==> src/rtl/mem_arbiter.sv <==
`default_nettype none
// ============================================================================
// mem_arbiter: shares one registered physical memory port between fetch & data
// Revision: 1.0
// ============================================================================
module mem_arbiter #(
  parameter bit RR_EN = 1'b1
) (
  input  logic        clk,
  input  logic        rst,
  input  logic [31:0] pc,
  input  logic        imem_read,
  output logic [31:0] instr,
  output logic        imem_resp,
  input  logic [31:0] mem_address,
  input  logic [31:0] mem_wdata,
  input  logic        mem_read,
  input  logic        mem_write,
  input  logic [3:0]  mem_byte_enable,
  output logic [31:0] mem_rdata,
  output logic        mem_resp,
  output logic [31:0] pmem_address,
  output logic [31:0] pmem_wdata,
  output logic        pmem_read,
  output logic        pmem_write,
  output logic [3:0]  pmem_byte_enable,
  input  logic [31:0] pmem_rdata,
  input  logic        pmem_resp
);

  typedef enum logic [2:0] {
    IDLE    = 3'd0,
    IFETCH  = 3'd1,
    DACCESS = 3'd2,
    IDONE   = 3'd3,
    DDONE   = 3'd4
  } state_t;

  localparam logic GRANT_I = 1'b0;
  localparam logic GRANT_D = 1'b1;

  state_t      state_q;
  logic        last_grant_q;
  logic [31:0] instr_q;
  logic        imem_resp_q;
  logic [31:0] mem_rdata_q;
  logic        mem_resp_q;
  logic [31:0] pmem_address_q;
  logic [31:0] pmem_wdata_q;
  logic        pmem_read_q;
  logic        pmem_write_q;
  logic [3:0]  pmem_be_q;

  logic w_dreq;
  logic w_grant_data;

  assign w_dreq = mem_read | mem_write;
  // Data wins when alone, when priority is fixed, or when fetch was served last.
  assign w_grant_data = w_dreq & (~imem_read | ~RR_EN | (last_grant_q == GRANT_I));

  always_ff @(posedge clk or negedge rst) begin
    if (!rst) begin
      state_q        <= IDLE;
      last_grant_q   <= GRANT_I;
      instr_q        <= '0;
      imem_resp_q    <= 1'b0;
      mem_rdata_q    <= '0;
      mem_resp_q     <= 1'b0;
      pmem_address_q <= '0;
      pmem_wdata_q   <= '0;
      pmem_read_q    <= 1'b0;
      pmem_write_q   <= 1'b0;
      pmem_be_q      <= '0;
    end else begin
      case (state_q)
        IDLE: begin
          if (w_grant_data) begin
            pmem_address_q <= mem_address;
            pmem_wdata_q   <= mem_wdata;
            pmem_be_q      <= mem_byte_enable;
            // A combined read+write request is carried out as the write.
            pmem_write_q   <= mem_write;
            pmem_read_q    <= ~mem_write;
            state_q        <= DACCESS;
          end else if (imem_read) begin
            pmem_address_q <= pc;
            pmem_wdata_q   <= '0;
            pmem_be_q      <= 4'hF;
            pmem_write_q   <= 1'b0;
            pmem_read_q    <= 1'b1;
            state_q        <= IFETCH;
          end
        end
        IFETCH: begin
          if (pmem_resp) begin
            instr_q      <= pmem_rdata;
            imem_resp_q  <= 1'b1;
            pmem_read_q  <= 1'b0;
            pmem_write_q <= 1'b0;
            last_grant_q <= GRANT_I;
            state_q      <= IDONE;
          end
        end
        DACCESS: begin
          if (pmem_resp) begin
            mem_rdata_q  <= pmem_rdata;
            mem_resp_q   <= 1'b1;
            pmem_read_q  <= 1'b0;
            pmem_write_q <= 1'b0;
            last_grant_q <= GRANT_D;
            state_q      <= DDONE;
          end
        end
        IDONE: begin
          imem_resp_q <= 1'b0;
          state_q     <= IDLE;
        end
        DDONE: begin
          mem_resp_q <= 1'b0;
          state_q    <= IDLE;
        end
        default: state_q <= IDLE;
      endcase
    end
  end

  assign instr            = instr_q;
  assign imem_resp        = imem_resp_q;
  assign mem_rdata        = mem_rdata_q;
  assign mem_resp         = mem_resp_q;
  assign pmem_address     = pmem_address_q;
  assign pmem_wdata       = pmem_wdata_q;
  assign pmem_read        = pmem_read_q;
  assign pmem_write       = pmem_write_q;
  assign pmem_byte_enable = pmem_be_q;

endmodule
`default_nettype wire
==> config.mk <==
export PLATFORM = sky130hd
export DESIGN_NAME = mem_arbiter
export DESIGN_NICKNAME = d
export VERILOG_FILES = /design/src/rtl/mem_arbiter.sv
export SDC_FILE = /design/constraint.sdc
export NUM_CORES = 1
export LEC_CHECK = 0
export ABC_CLOCK_PERIOD_IN_PS = 5200
export BUFFER_PORTS_ARGS = -buffer_cell sky130_fd_sc_hd__buf_2
export CORE_ASPECT_RATIO = 1.4
export CORE_MARGIN = 1.5
export CORE_UTILIZATION = 51
export CTS_BUF_LIST = sky130_fd_sc_hd__clkbuf_2 sky130_fd_sc_hd__clkbuf_4 sky130_fd_sc_hd__clkbuf_8
export DETAILED_ROUTE_END_ITERATION = 8
export PLACE_DENSITY = 0.87
export SLEW_MARGIN = 20
export SYNTH_ARGS = -nofsm -noshare
export SYNTH_HDL_FRONTEND = slang
export SYNTH_SLANG_ARGS = --single-unit
==> constraint.sdc <==
create_clock -name clk -period 5.2 [get_ports clk]
set_clock_uncertainty 0.1 [all_clocks]
set_input_delay 0.52 -clock clk [delete_from_list [all_inputs] [get_ports clk]]
set_output_delay 0.52 -clock clk [all_outputs]
set_load 0.02 [all_outputs]
==> flow_summary.yaml <==
outcome:
  outcome: "completed"
final_layout:
  antennaDiodeCount: 0
  multi_input_area_um2: 1940
  area_growth_syn_to_layout_pct: 33.6
  fill_cells: 781
  finalInstanceArea_um2: 7470
  finalNetCount: 804
  drive_gt1_share_pct: 56.0
  ff_latch_area_um2: 3500
placed_design:
  preCtsSetupSlack_ns: 2.57
  place_hpwl_um: 10500
  placed_cell_area_um2: 7040
  numPortBuffers: 273
  routabilityCongestion: 0.814
worst_setup_path:
  cp_slowest_stage_delay_ns: 0.50
  cp_slowest_cell: "dfrtp_1"
  cp_data_required_time_ns: 5.38
  critPathArrivalTime_ns: 2.56
  rr_startpoint: "state_q[1]"
  crit_fanout: 51
  crit_start: "state_q[1]"
  path_class: "register to register"
  start_kind: "register"
  crit_chain: "nor3_1, nand2_2, buf_4, nand2_1, o21ai_0"
  crit_path_end_kind: "register"
global_routing:
  grt_pass1_vias: 4430
  grt_max_degree: 77
  grt_use_total_pct: 24.1
  grt_pass1_wl_um: 21600
  overflow: 0
  antenna_found_initial: 0
sta:
  period_share_pct: 45.8
  worst_slack_ns: 2.82
  tns_ns: 0
  maxSlewViolCount: 0
  finalHoldViolCount: 0
  slew_headroom_pct: 28.4
  fmax_mhz: 420
  min_period_ns: 2.38
  tightest_slew_ns: 1.07
  setup_viol: 0
  rsz0062_at_grt: "false"
yosys:
  synth_nets: 532
  async_flop_share_pct: 100
  synth_area_um2: 5590
  syn_inst: 394
  synthFlopType: "dfrtp_1"
  synth_seq_cells: 140
  yosysUniqueCellTypes: 30
  ys_warn_count: 0
  avgSynthCellArea_um2: 14.2
  yosysSeqAreaShare_pct: 62.7
  synth_edf_count: 0
route:
  num_vias: 4281
  wl_per_cell_um: 17.1
  first_pass_iters: 4
  drt_iter0_drc: 177
  antenna_left: 0
  viasPerCell: 5.22
  drc_errors: 0
  wl_um: 14000
floorplanning:
  start_util_pct: 52.0
  dieArea_um2: 11600
  fp-row-count: 45
  die_x_um: 91.5
  core_area_um2: 10800
  io-pin-count: 274
  die_h_um: 127
power:
  p_total_mw: 5.10
  ir_worst_vdd_mv: 0.399
  clkPwrFrac_pct: 17.9
  intPower_mw: 3.04
  swShare_pct: 40.4
  pwr_density_cell_nw_per_um2: 682
  combPwrFrac_pct: 44.9
  seq_power_share_pct: 37.3
  switchingPower_mw: 2.06
  p_leak_nw: 3.92
clocking:
  cts.sinks: 140
  insertion_delay_ns: 0.42
  cts-root-buf: "clkbuf_8"
  clock_path_buffers: 2
  numCtsBuffers: 17
  cts.repair.resized: 0
  cts_tree: "done"
  cts_htree_levels: 4
  cts.clk_slew.worst_paths_ns: 0.08
job:
  drv_cap: 0
min_path:
  hold_start: "mem_wdata[30]"
  hp-class: "primary input to register"
-- timing repair --
action | in CTS | in global routing
hold buffers | 1 | 0
setup buffers | 0 | 0
hold endpoints to repair | 16 | 0
-- sequential cells by signal, indices dropped and copies added (netlist names) --
register and flops:
imem_resp 1, pmem_address 32, pmem_read 1, pmem_write 1
mem_resp 1, state_q 3, last_grant_q 1, mem_rdata 32
pmem_wdata 32, pmem_byte_enable 4, instr 32
-- worst max-delay path, delay by kind of cell, from the launching register on --
family                 cells  cell delay, ns
AOI/OAI and AO/OA          1            0.12
buffers and inverters      1            0.46
DFF                        1            0.50
and+or+nand+nor            3            1.03
-- per-stage QoR --
step           hold WS (ns)  utilization, %  instances
6_report              0.205            69.5        820
5_1_grt               0.165            69.5        820
4_1_cts               0.171            69.5        820
3_5_place_dp          0.372            65.5        787
3_3_place_gp          0.358            65.5        787
2_1_floorplan         0.124               -        394
-- cell type report --
cell class | count | share of cell area [%]
clock inverter | 13 | 2.18
sequential | 140 | 46.9
inverter | 4 | 0.201
timing repair buffer | 279 | 19.0
multi-input combinational | 224 | 26.0
clock buffer | 19 | 3.42
tap | 141 | 2.36
-- layer usage --
layer / vias to the layer above / share of wire [%] / global-route usage (%)
li1: 1961 / - / -
met1: 2092 / 37 / 26.0
met2: 195 / 53 / 43.2
met3: 33 / 6.0 / 6.83
met4: 0 / 3.5 / 10.9
met5: - / 0 / 0
-- power by group through the flow --
stage / clock (mW) / sequential (mW) / combinational [mW]
3_3_place_gp: 0 / 1.88 / 2.23
6_report: 0.910 / 1.90 / 2.29
3_5_place_dp: 0 / 1.91 / 2.30
5_1_grt: 0.977 / 1.95 / 2.43
2_1_floorplan: 0 / 2.49 / 0.940
4_1_cts: 0.933 / 1.90 / 2.30
-- synthesized netlist by cell type (2+ instances only) --
cell / n / area (µm²)
nor3_1: 2 / 10.0
mux2i_1: 32 / 320
buf_6: 3 / 33.8
a22o_1: 32 / 280
dfrtp_1: 140 / 3500
inv_2: 2 / 7.51
inv_1: 2 / 7.51
clkbuf_1: 3 / 11.3
o21ai_0: 35 / 175
buf_4: 5 / 37.5
nand2_1: 35 / 131
and2_1: 2 / 12.5
mux2_2: 36 / 405
a21oi_1: 5 / 25.0
buf_2: 15 / 75.1
o22a_1: 4 / 35.0
mux2_4: 28 / 420
-- path summary, 6_finish.rpt --
kind,to,slack (ns),cells after the start
worst max register to register,pmem_address[5],2.82,5
worst min register to register,pmem_address[2],0.38,2
min in group asynchronous,instr[10],0.55,2
worst max-delay path,pmem_address[5],2.82,5
worst min-delay path,pmem_wdata[30],0.20,2
max in group asynchronous,mem_rdata[0],3.14,3
-- cell families after synthesis --
group	share of synthesized area (%)
multiplexers	20.5
AO/OA/AOI/OAI	10.2
buffers and inverters	3.09
adder cells (fa/ha/maj)	0.179
flip-flops	62.7
AND/OR/NAND/NOR	3.42
-- cell usage in the layout, fill, tap and decap left out, types with 18 or more instances in the layout --
master      n
mux2_4     28
a22o_1     32
mux2i_1    32
nand2_1    34
buf_2     272
mux2_2     36
dfrtp_1   140
clkbuf_8   18
o21ai_0    35
Power figures use the tool's default switching activity.
